**config.mk**
```make
export PLATFORM = sky130hd
export DESIGN_NAME = id_issue_launch
export DESIGN_NICKNAME = d
export VERILOG_FILES = /design/src/rtl/id_issue_launch_pkg.sv /design/src/rtl/id_issue_launch_hazard_check.sv /design/src/rtl/id_issue_launch.sv
export SDC_FILE = /design/constraint.sdc
export NUM_CORES = 1
export LEC_CHECK = 0
export ABC_AREA = 1
export BUFFER_PORTS_ARGS = -buffer_cell sky130_fd_sc_hd__buf_2
export CORE_AREA = 4 4 216 218
export DETAILED_ROUTE_END_ITERATION = 7
export DIE_AREA = 0 0 220 222
export GPL_TIMING_DRIVEN = 0
export MAX_ROUTING_LAYER = met4
export RECOVER_POWER = 25
export SETUP_SLACK_MARGIN = 0.4
export SLEW_MARGIN = 20
export SYNTH_ARGS = -nofsm -noshare
export SYNTH_HDL_FRONTEND = slang
export SYNTH_SLANG_ARGS = --single-unit
```
**constraint.sdc**
```tcl
create_clock -name clk -period 2.3 [get_ports clk]
set_input_delay 0.575 -clock clk [delete_from_list [all_inputs] [get_ports clk]]
set_output_delay 0.575 -clock clk [all_outputs]
set_load 0.01 [all_outputs]
```
**src/rtl/id_issue_launch_pkg.sv**
```systemverilog
// id_issue_launch_pkg: shared widths, dual-issue switch and serial FSM encoding for the issue stage.
package id_issue_launch_pkg;
    localparam int LINE_DATA_W   = 128;
    localparam int REG_AW        = 5;
    localparam int DOUBLE_LAUNCH = 1;
    typedef enum logic [1:0] {
        RUN       = 2'd0,
        WAIT_DONE = 2'd1
    } serial_state_t;
endpackage

```
**src/rtl/id_issue_launch_hazard_check.sv**
```systemverilog
// issue_hazard_check: pair RAW, load-use against the EXE pair, and mem-port conflict for the two tail lines.
module issue_hazard_check
#(
    parameter int REG_AW = id_issue_launch_pkg::REG_AW
)(
    input  logic [REG_AW-1:0] line1_rj,
    input  logic [REG_AW-1:0] line1_rk,
    input  logic [REG_AW-1:0] line1_rd,
    input  logic              line1_rj_re,
    input  logic              line1_rk_re,
    input  logic              line1_rd_we,
    input  logic              line1_is_mem,
    input  logic [REG_AW-1:0] line2_rj,
    input  logic [REG_AW-1:0] line2_rk,
    input  logic              line2_rj_re,
    input  logic              line2_rk_re,
    input  logic              line2_is_mem,
    input  logic              exe1_valid,
    input  logic              exe1_load,
    input  logic [REG_AW-1:0] exe1_rd,
    input  logic              exe2_valid,
    input  logic              exe2_load,
    input  logic [REG_AW-1:0] exe2_rd,
    output logic              raw_12,
    output logic              ld_use_1,
    output logic              ld_use_2,
    output logic              struct_conflict
);
    // r0 is hardwired, so it never matches as a dependency.
    function automatic logic reads(
        input logic [REG_AW-1:0] rj,
        input logic [REG_AW-1:0] rk,
        input logic              rj_re,
        input logic              rk_re,
        input logic [REG_AW-1:0] r
    );
        return (r != '0) && ((rj_re && rj == r) || (rk_re && rk == r));
    endfunction

    logic exe1_ld, exe2_ld;

    always_comb begin
        exe1_ld         = exe1_valid && exe1_load;
        exe2_ld         = exe2_valid && exe2_load;
        raw_12          = line1_rd_we && reads(line2_rj, line2_rk, line2_rj_re, line2_rk_re, line1_rd);
        ld_use_1        = (exe1_ld && reads(line1_rj, line1_rk, line1_rj_re, line1_rk_re, exe1_rd))
                       || (exe2_ld && reads(line1_rj, line1_rk, line1_rj_re, line1_rk_re, exe2_rd));
        ld_use_2        = (exe1_ld && reads(line2_rj, line2_rk, line2_rj_re, line2_rk_re, exe1_rd))
                       || (exe2_ld && reads(line2_rj, line2_rk, line2_rj_re, line2_rk_re, exe2_rd));
        struct_conflict = line1_is_mem && line2_is_mem;
    end
endmodule

```
**src/rtl/id_issue_launch.sv**
```systemverilog
// id_issue_launch: decides zero/single/double launch from the IF/ID queue tail and owns the ID-to-EXE register.
module id_issue_launch
#(
    parameter int LINE_DATA_W   = id_issue_launch_pkg::LINE_DATA_W,
    parameter int REG_AW        = id_issue_launch_pkg::REG_AW,
    parameter int DOUBLE_LAUNCH = id_issue_launch_pkg::DOUBLE_LAUNCH
)(
    input  logic                   clk,
    input  logic                   rst_n,
    input  logic                   flush_i,
    input  logic                   line1_valid_i,
    input  logic                   line2_valid_i,
    input  logic [LINE_DATA_W-1:0] line1_data_i,
    input  logic [LINE_DATA_W-1:0] line2_data_i,
    input  logic [REG_AW-1:0]      line1_rj_i,
    input  logic [REG_AW-1:0]      line1_rk_i,
    input  logic [REG_AW-1:0]      line1_rd_i,
    input  logic [REG_AW-1:0]      line2_rj_i,
    input  logic [REG_AW-1:0]      line2_rk_i,
    input  logic [REG_AW-1:0]      line2_rd_i,
    input  logic                   line1_rj_re_i,
    input  logic                   line1_rk_re_i,
    input  logic                   line1_rd_we_i,
    input  logic                   line2_rj_re_i,
    input  logic                   line2_rk_re_i,
    input  logic                   line2_rd_we_i,
    input  logic                   line1_is_load_i,
    input  logic                   line1_is_mem_i,
    input  logic                   line1_is_br_i,
    input  logic                   line1_is_serial_i,
    input  logic                   line2_is_load_i,
    input  logic                   line2_is_mem_i,
    input  logic                   line2_is_br_i,
    input  logic                   line2_is_serial_i,
    input  logic                   exe_allowin_i,
    input  logic                   pipe_empty_i,
    input  logic                   serial_done_i,
    output logic                   double_launch_o,
    output logic                   single_launch_o,
    output logic                   zero_launch_o,
    output logic                   exe_line1_valid_o,
    output logic                   exe_line2_valid_o,
    output logic [LINE_DATA_W-1:0] exe_line1_data_o,
    output logic [LINE_DATA_W-1:0] exe_line2_data_o
);
    import id_issue_launch_pkg::*;

    serial_state_t     state, state_nxt;
    logic              zero, single, dbl, drain_wait, force_single;
    logic              raw_12, ld_use_1, ld_use_2, struct_conflict;
    logic              exe1_load, exe2_load;
    logic [REG_AW-1:0] exe1_rd, exe2_rd;
    logic              unused_br2;

    // A branch in the second slot pairs freely; only line1 branches force a single launch.
    assign unused_br2 = line2_is_br_i;

    issue_hazard_check #(.REG_AW(REG_AW)) u_hazard (
        .line1_rj        (line1_rj_i),
        .line1_rk        (line1_rk_i),
        .line1_rd        (line1_rd_i),
        .line1_rj_re     (line1_rj_re_i),
        .line1_rk_re     (line1_rk_re_i),
        .line1_rd_we     (line1_rd_we_i),
        .line1_is_mem    (line1_is_mem_i),
        .line2_rj        (line2_rj_i),
        .line2_rk        (line2_rk_i),
        .line2_rj_re     (line2_rj_re_i),
        .line2_rk_re     (line2_rk_re_i),
        .line2_is_mem    (line2_is_mem_i),
        .exe1_valid      (exe_line1_valid_o),
        .exe1_load       (exe1_load),
        .exe1_rd         (exe1_rd),
        .exe2_valid      (exe_line2_valid_o),
        .exe2_load       (exe2_load),
        .exe2_rd         (exe2_rd),
        .raw_12          (raw_12),
        .ld_use_1        (ld_use_1),
        .ld_use_2        (ld_use_2),
        .struct_conflict (struct_conflict)
    );

    always_ff @(posedge clk)
        state <= !rst_n ? RUN : state_nxt;

    always_comb begin
        state_nxt = flush_i ? RUN
                  : (state == RUN) ? ((single && line1_is_serial_i) ? WAIT_DONE : RUN)
                  : (serial_done_i ? RUN : state);
    end

    // A serial line waits until the whole back end, including our own EXE slot, has drained.
    always_comb begin
        drain_wait   = line1_is_serial_i && !(pipe_empty_i && !exe_line1_valid_o);
        zero         = !rst_n || flush_i || !line1_valid_i || !exe_allowin_i || (state != RUN)
                    || ld_use_1 || drain_wait;
        force_single = (DOUBLE_LAUNCH == 0) || !line2_valid_i || line1_is_serial_i || line1_is_br_i
                    || line2_is_serial_i || struct_conflict || raw_12 || ld_use_2;
        single       = !zero && force_single;
        dbl          = !zero && !force_single;
    end

    assign double_launch_o = dbl;
    assign single_launch_o = single;
    assign zero_launch_o   = zero;

    always_ff @(posedge clk) begin
        if (!rst_n || flush_i) begin
            exe_line1_valid_o <= 1'b0;
            exe_line2_valid_o <= 1'b0;
            exe_line1_data_o  <= '0;
            exe_line2_data_o  <= '0;
            exe1_load         <= 1'b0;
            exe2_load         <= 1'b0;
            exe1_rd           <= '0;
            exe2_rd           <= '0;
        end else if (exe_allowin_i) begin
            exe_line1_valid_o <= line1_valid_i && !zero;
            exe_line2_valid_o <= line2_valid_i && dbl;
            if (line1_valid_i && !zero) begin
                exe_line1_data_o <= line1_data_i;
                exe1_load        <= line1_is_load_i && line1_rd_we_i;
                exe1_rd          <= line1_rd_i;
            end
            if (line2_valid_i && dbl) begin
                exe_line2_data_o <= line2_data_i;
                exe2_load        <= line2_is_load_i && line2_rd_we_i;
                exe2_rd          <= line2_rd_i;
            end
        end
    end

    always_ff @(posedge clk)
        assert ($onehot({double_launch_o, single_launch_o, zero_launch_o}));
endmodule

```
**Yosys cells after proc, flatten, opt, wreduce, memory -nomap -nowiden**

Cells that the tools add are included.

- Multiplexer cells: 3
- Reductions and logical operators: 68
- Equal/unequal tests: 10
- Bitwise logic cells: 1

Operators with widths:

| operator | number |
|---|---|
| $eq 5x5->1 | 10 |
| $logic_and 1x1->1 | 32 |
| $logic_or 1x1->1 | 19 |
| $reduce_bool 5->1 | 3 |
| $logic_not 1->1 | 8 |
| $mux 2 | 2 |
| $reduce_and 2->1 | 2 |
| $reduce_bool 2->1 | 2 |
| $logic_not 2->1 | 1 |
| $reduce_or 2->1 | 1 |
| $mux 1 | 1 |
| $not 1->1 | 1 |

- Output and inout port bits: 261
- Flip-flop bits (word level): 272
- Bits of input ports: 308

**Depth between registers and ports, before layout**

Gate-level depths: netlist of run 1.

- Depth in word-level cells: 13
- Mapped depth: 14
- Gate-level depth less buffers: 12

**Hierarchy**

Synthesis of run 1 repeated with hierarchy kept, for this count alone.

- Cells, all modules: 1717
- Area total of the unflattened synthesis: 11360.9 um^2

By module, submodules not included:

| module | sequential area each (um^2) | area each (um^2) | cells each | times used |
|---|---|---|---|---|
| id_issue_launch | 5425.2 | 10428.8 | 1478 | 1 |
| issue_hazard_check | 0.0 | 932.1 | 239 | 1 |

**Worst setup path after synthesis of run 1**

Ideal clock, no wire load.

- Path kind: in2out
- Start point: input port rst_n
- End point: output port double_launch_o
- Data required time: 1.725 ns
- Stages on the path: 10
- Path slack: -0.092 ns
- Arrival: 1.817 ns
- Cells stage by stage: inv_1 nor2_2 nand3_1 nor3_1 nand2_1 nor2_2 buf_2 buf_2 nand2_1 inv_1

- Cells in the longest elaborated chain, start to end: 9

RTL lines:

| element | RTL line | source |
|---|---|---|
| start, declared | id_issue_launch.sv:9 | `input logic rst_n,` |
| $logic_not 1->1 | id_issue_launch.sv:95 | `zero = !rst_n \|\| flush_i \|\| !line1_valid_i \|\| !exe_allowin_i \|\| (state != RUN)` |
| $logic_or 1x1->1 (4 in series) | id_issue_launch.sv:95 |  |
| $logic_or 1x1->1 (2 in series) | id_issue_launch.sv:96 | `\|\| ld_use_1 \|\| drain_wait;` |
| $logic_not 1->1 | id_issue_launch.sv:100 | `dbl = !zero && !force_single;` |
| $logic_and 1x1->1 | id_issue_launch.sv:100 |  |
| end, declared | id_issue_launch.sv:38 | `output logic double_launch_o,` |

No other way between the ends.

**Worst setup path after layout of run 1**

- Start point: register exe1_rd[1]
- End point: output port single_launch_o

- Cells in the longest elaborated chain, start to end: 10

RTL lines:

| element | RTL line | source |
|---|---|---|
| start, declared | id_issue_launch.sv:52 | `logic [REG_AW-1:0] exe1_rd, exe2_rd;` |
| start signal, assigned | id_issue_launch.sv:123 | `exe1_rd <= line1_rd_i;` |
| $eq 5x5->1 | id_issue_launch_hazard_check.sv:37 | `return (r != '0) && ((rj_re && rj == r) \|\| (rk_re && rk == r));` |
| $logic_and 1x1->1 | id_issue_launch_hazard_check.sv:37 |  |
| $logic_or 1x1->1 | id_issue_launch_hazard_check.sv:37 |  |
| $logic_and 1x1->1 | id_issue_launch_hazard_check.sv:37 |  |
| $logic_and 1x1->1 | id_issue_launch_hazard_check.sv:46 | `ld_use_1 = (exe1_ld && reads(line1_rj, line1_rk, line1_rj_re, line1_rk_re, exe1_rd))` |
| $logic_or 1x1->1 | id_issue_launch_hazard_check.sv:47 | `\|\| (exe2_ld && reads(line1_rj, line1_rk, line1_rj_re, line1_rk_re, exe2_rd));` |
| $logic_or 1x1->1 (2 in series) | id_issue_launch.sv:96 |  |
| $logic_not 1->1 | id_issue_launch.sv:99 | `single = !zero && force_single;` |
| $logic_and 1x1->1 (*) | id_issue_launch.sv:99 |  |
| end, declared | id_issue_launch.sv:39 | `output logic single_launch_o,` |

Mark *: on every way between the ends. The rest lies on a longest branch, timed or not.

==> results of run 1 <==
final cells by class:
type	instances	area [um2]	area share [%]
Buffer	117	1130	6.48
Timing Repair inverter	1	7.51	0.0430
Clock buffer	50	995	5.70
Antenna cell	7	17.5	0.100
Multi-Input combinational cell	1157	5650	32.3
Timing Repair Buffer	604	3230	18.5
Inverter	42	178	1.02
Tap cell	600	751	4.30
Sequential cell	271	5460	31.3
Clock inverter	5	52.6	0.301
metal layers:
metal  share of wire [%]  track usage [%]
met5                   0                -
met4                 3.8             7.94
met3                 9.2             5.89
met2                  50             36.2
met1                  37             22.3
per-stage QoR:
step / utilization (%) / area, um2 / instances
after floorplan: - / 11500 / 1587
after global placement: 33.5 / 15100 / 2754
after detailed placement: 33.5 / 15100 / 2754
after CTS: 37.4 / 16800 / 2827
after global routing: 38.9 / 17500 / 2852
final: 38.9 / 17500 / 2854
state kept, by name (all words and copies together) (netlist names):
signal,flops
exe_line2_valid_o,1
exe_line2_data_o,128
exe2_load,1
exe2_rd,5
exe1_load,1
exe_line1_data_o,128
state,1
exe_line1_valid_o,1
exe1_rd,5
worst min-delay path: stages:
cell and delay, ps:
buf_2 100, nand2_1 50, a21oi_1 50
cells in the mapped netlist, drive strengths merged:
| master | count | area (um2) |
|---|---|---|
| inv | 41 | 154 |
| xor2 | 1 | 8.76 |
| nand4 | 1 | 6.26 |
| nor3 | 3 | 15.0 |
| nand3 | 19 | 100 |
| clkinv | 1 | 3.75 |
| dfxtp | 271 | 5430 |
| o21ai | 16 | 80.1 |
| nand2 | 530 | 1990 |
| a21oi | 274 | 1370 |
| nand3b | 133 | 998 |
| nor2 | 180 | 688 |
| clkbuf | 37 | 139 |
| buf | 80 | 470 |
kinds of logic after synthesis:
group                  Yosys count  synth area share [%]
XOR/XNOR                         1                0.0765
buffers and inverters          159                  6.70
flip-flops                     271                  47.4
AO/OA/AOI/OAI                  290                  12.7
AND/OR/NAND/NOR                866                  33.2
final timing paths:
check	startpoint	to	slack [ps]	cells after the start
max reg2reg	exe1_rd[1]	exe_line2_data_o[42]	120	14
min reg2reg	exe_line1_data_o[54]	exe_line1_data_o[54]	460	2
min	line1_data_i[102]	exe_line1_data_o[102]	290	3
max	exe1_rd[1]	single_launch_o	-410	11
where the power goes:
| part | switching [mW] | internal, mW | leakage (nW) |
|---|---|---|---|
| Combinational | 0.520 | 0.430 | 4.55 |
| Sequential | 0.0133 | 4.71 | 2.19 |
| Clock | 2.05 | 3.09 | 0.509 |
cell usage in the layout (no fill, tap or decap), drive strengths merged:
cell type,Yosys,routed
o21ai,16,16
buf,80,543
nand3b,133,133
xor2,1,1
clkinvlp,0,2
clkinv,1,4
nand2,530,530
nor2,180,180
clkbuf,37,228
diode,0,7
nand4,1,1
dfxtp,271,271
bufinv,0,1
nor3,3,3
inv,41,41
a21oi,274,274
nand3,19,19
timing repair:
action / 4_1_cts / 5_1_grt
pin swaps: 12 / 53
gates cloned: 0 / 13
endpoints found under the setup margin: 274 / 272
resized for setup: 160 / 148
setup buffers: 18 / 7
==> results.cfg, run 1 <==
[run_status]
violations = setup timing
status = finished with violations

[flow_run]
maxCapViolCount = 0

[sta]
fmax_mhz = 370
grt_setup_unrepaired = true
fin_setup_tns_ps = -1040
timing.final.setup_violations = 3
max_slew.worst_pin.slew_ps = 801
final_slew_viol_count = 0
clk_skew_ps = 18.6
post-route-worst-setup-slack_ps = -406
fin_crit_sh_pct = 118
post-route-min-period_ps = 2710
hold_slack_ps = 292
slew_headroom_pct = 46.6
finalHoldViolCount = 0

[drt]
routed_wire_length_um = 54200
antenna_nets_post_route = 0
wire_length_per_cell_after_detailed_routing_um = 19.0
drt_iter0_drc = 704
via_per_inst = 4.69
post-route-drc-count = 0
routed-via-count = 13400
detail_route.first_pass.iterations = 6

[synth]
synth_sequential_area_ratio_pct = 47.4
post_synthesis_cell_area_um2 = 11400
syn_inst_count = 1587
ys_seq_elements = 271
synthesized_netlist_net_count = 1895
synth.avg_cell_area_um2 = 7.21
synth_warnings = 0
netlist-cell-type-count = 23

[clock_network]
h_tree_depth = 2
cts_made_buffers = 34
cts-root-to-sink-buffers = 3
cts_tree = done
hold_buffers = 0
clock_tree.root_cell = clkbuf_16
cts_sinks = 271
clock_latency_ps = 530
cts.clk_slew.worst_paths_ps = 60

[setup_path]
timing.critical_path.fanout_max = 4
timing.critical_path.slowest_stage_cell = dfxtp_4
critPathCaptureType = output port
critical_path_required_ps = 1730
setup.worst_path.start_class = flop
critPathMaxStageDelay_ps = 370
crit_arrival_ps = 2130
worstPathBufferInverterCount = 4
crit_family = simple AND/OR/NAND/NOR gates
cp_common_cell = buf_8
crit_type = flop to output port
crit_path_cell_trace = nor3_2 > nand3_1 > nand3_2 > inv_2 > nand2_2 > nand2_4 > nor2_4 > buf_8 > buf_8 > nor2_2 > buf_2

[die]
initial_core_util_pct = 25.5
num_rows = 78
die_w_um = 220
fp.coreArea_um2 = 44900
fp.dieArea_um2 = 48800
floorplan.die.height_um = 222
pin_count = 569

[global_routing]
grt_antenna_before_repair = 11
grt_pass1_vias = 12900
overflow = 0
grt_pass1_wl_um = 76100
pin_count_of_the_biggest_net_entering_global_routing = 12
grt_util_all_layers_pct = 20.8

[power_and_ir_drop]
power.leakage_nw = 7.25
total_power_mw = 10.8
powerDensity_nw_per_um2 = 619
vdd_ir_drop_max_uv = 554

[placement]
buffer_ports.inserted = 567
gp_routability_congestion = 0.924
dp.final_hpwl_um = 41400
pre_cts_ws_ps = -919

[layout]
drive_above_1_share_pct = 32.6
fillCellCount = 4810
area_delta_synth_final_pct = 52.5
number_of_nets_in_the_final_layout = 2536

[worst_hold_path]
min_path_type = primary input to flop
No activity file was read; power rests on OpenSTA's default activity.
==> inputs of run 2 (changes only) <==
==> constraint.sdc (replaced) <==
create_clock -name clk -period 3.15 [get_ports clk]
set_input_delay 0.7875 -clock clk [delete_from_list [all_inputs] [get_ports clk]]
set_output_delay 0.7875 -clock clk [all_outputs]
set_load 0.01 [all_outputs]
==> run 2 against run 1 <==
  * The run now ends clean
  * Clock power is 25% lower
  * Worst hold slack better by 160 ps
  * Global-route usage is 0.40 points lower
  * Critical path type unchanged
  * Largest power group unchanged
  * Sequential share of layout area is 1.7 points higher
==> results.cfg, run 2 (synthesized netlist as in run 1, its figures left out) <==
[run_status]
status = completed

[setup_path]
worst-r2r-cell-count = 15
critPathCaptureType = output port
setup.worst_path.start_class = flop
critical_path_required_ps = 2360
reg2reg_setup_slack_ps = 730
crit_type = flop to output port
r2r-start = exe2_rd[4]
timing.critical_path.fanout_max = 6
crit_arrival_ps = 2250
r2r-end = exe_line1_data_o[95]

[clock_network]
clock_tree.root_cell = clkbuf_16
clock_latency_ps = 570
cts-root-to-sink-buffers = 3
h_tree_depth = 1
cts_tree = done
cts.clk_slew.worst_paths_ps = 60
cts_sinks = 271
cts_made_buffers = 31

[power_and_ir_drop]
p_sw_share_pct = 23.6
p_clk_share_pct = 48.6
powerDensity_nw_per_um2 = 479
vdd_ir_drop_max_uv = 318
power.combinational.fraction_pct = 8.1
cellInternalPower_mw = 6.07
total_power_mw = 7.95
power.sequential.fraction_pct = 43.3
power.leakage_nw = 6.91
p_switching_mw = 1.88

[sta]
grt_setup_unrepaired = true
finalHoldViolCount = 0
final_slew_viol_count = 0
clk_skew_ps = 21.8
timing.final.setup_violations = 0
max_slew.worst_pin.slew_ps = 883
fin_crit_sh_pct = 96.5
slew_headroom_pct = 41.1
fin_setup_tns_ps = 0
hold_slack_ps = 456
post-route-min-period_ps = 3040
fmax_mhz = 329

[layout]
sequential_cell_area_um2 = 5460
final_common_cell = nand2_1
multi_input_comb_area_um2 = 5470
reg.largest.list = exe_line1_data_o x128, exe_line2_data_o x128
area_delta_synth_final_pct = 44.9
instances_no_fill = 2844
finish.instance_area_um2 = 16600
drive_above_1_share_pct = 30.0
fillCellCount = 4851
commonest_non_fill_non_tap_cells_in_the_layout = nand2_1 (505), buf_2 (485), a21oi_1 (273)
number_of_nets_in_the_final_layout = 2520

[global_routing]
grt_pass1_wl_um = 75200
grt_antenna_before_repair = 14
overflow = 0
grt_util_all_layers_pct = 20.4
pin_count_of_the_biggest_net_entering_global_routing = 15
grt_pass1_vias = 12800

[die]
fp.dieArea_um2 = 48800
floorplan.die.height_um = 222
die_w_um = 220
initial_core_util_pct = 25.5
fp.coreArea_um2 = 44900
pin_count = 569
num_rows = 78

[drt]
antenna_nets_post_route = 0
via_per_inst = 4.62
drt_iter0_drc = 732
wire_length_per_cell_after_detailed_routing_um = 18.3
routed-via-count = 13100
post-route-drc-count = 0
detail_route.first_pass.iterations = 7
routed_wire_length_um = 52100

[flow_run]
maxCapViolCount = 0

[worst_hold_path]
number_of_cells_traversed_by_the_worst_hold_path = 3
timing.hold.worst.start = line1_data_i[29]
min_path_type = primary input to flop
worstHoldEndpoint = exe_line1_data_o[29]

[placement]
buffer_ports.inserted = 567
gp_routability_congestion = 0.928
dp.final_hpwl_um = 40500
placedInstanceArea_um2 = 15000
post-place-cells = 2754
run 2: cell count changes in the layout (fill, tap and decap cells not counted), moves of 8 or more:
cell	change
nand2_1	+10
nand2_2	-8
buf_2	+33
a21oi_2	-55
clkbuf_16	-21
a21oi_1	+55
buf_6	-19
buf_8	-13
nor2_1	-11
run 2: layer usage:
layer / wire length, um / global-route usage, % / share of wire [%] / up-vias
li1: - / - / - / 6396
met1: 19900 / 22.3 / 38 / 6059
met2: 25000 / 34.7 / 48 / 575
met3: 4610 / 5.17 / 8.8 / 114
met4: 2540 / 9.34 / 4.9 / 0
met5: 0 / - / 0 / -
run 2: worst max-delay path, cell delays in order, from the launching register on:
cell,delay [ps]
dfxtp_4,400
inv_6,60
nand2_2,50
nand2_2,60
nor2_2,110
nand3_1,80
nand2_1,90
nand2_1,70
nand2_2,100
nor2_4,50
buf_12,140
buf_12,140
buf_8,120
nor2_2,60
buf_2,130
run 2: area by class of cell:
cell class	instances	share of cell area, %
multi-input cells	1157	33.0
flip-flops and latches	271	32.9
repair buffers	592	17.5
clock buffers	45	5.60
well taps	600	4.53
plain buffers	117	4.20
inverters	42	1.15
clock inverters	11	1.03
diodes	9	0.136
run 2: how the worst max path moves through the flow:
stage	startpoint	endpoint	slack, ps	cells past startpoint
2_1_floorplan	rst_n	double_launch_o	440	10
3_3_place_gp	flush_i	double_launch_o	-790	11
3_5_place_dp	flush_i	double_launch_o	-780	11
4_1_cts	exe2_rd[4]	single_launch_o	80	14
5_1_grt	exe1_rd[4]	single_launch_o	30	14
6_report	exe1_rd[4]	single_launch_o	110	14
run 2: repair_timing:
| action | 4_1_cts | 5_1_grt |
|---|---|---|
| hold buffers | 0 | 0 |
| resized for setup | 60 | 74 |
| pin swaps | 19 | 37 |
| endpoints found under the setup margin | 3 | 3 |
| setup buffers | 16 | 9 |
run 2: metrics by stage:
stage	setup WS, ps	util [%]
after global routing	33.3	36.9
after global placement	-789	33.5
after detailed placement	-775	33.5
after floorplan	436	-
final	111	36.9
after CTS	84.1	36.7
run 2: power groups by stage:
stage	sequential, mW	clock (mW)	combinational (mW)
2_1_floorplan	3.53	0	0.261
3_3_place_gp	3.52	0	0.602
3_5_place_dp	3.52	0	0.605
4_1_cts	3.44	3.95	0.629
5_1_grt	3.44	4.07	0.707
6_report	3.44	3.87	0.644
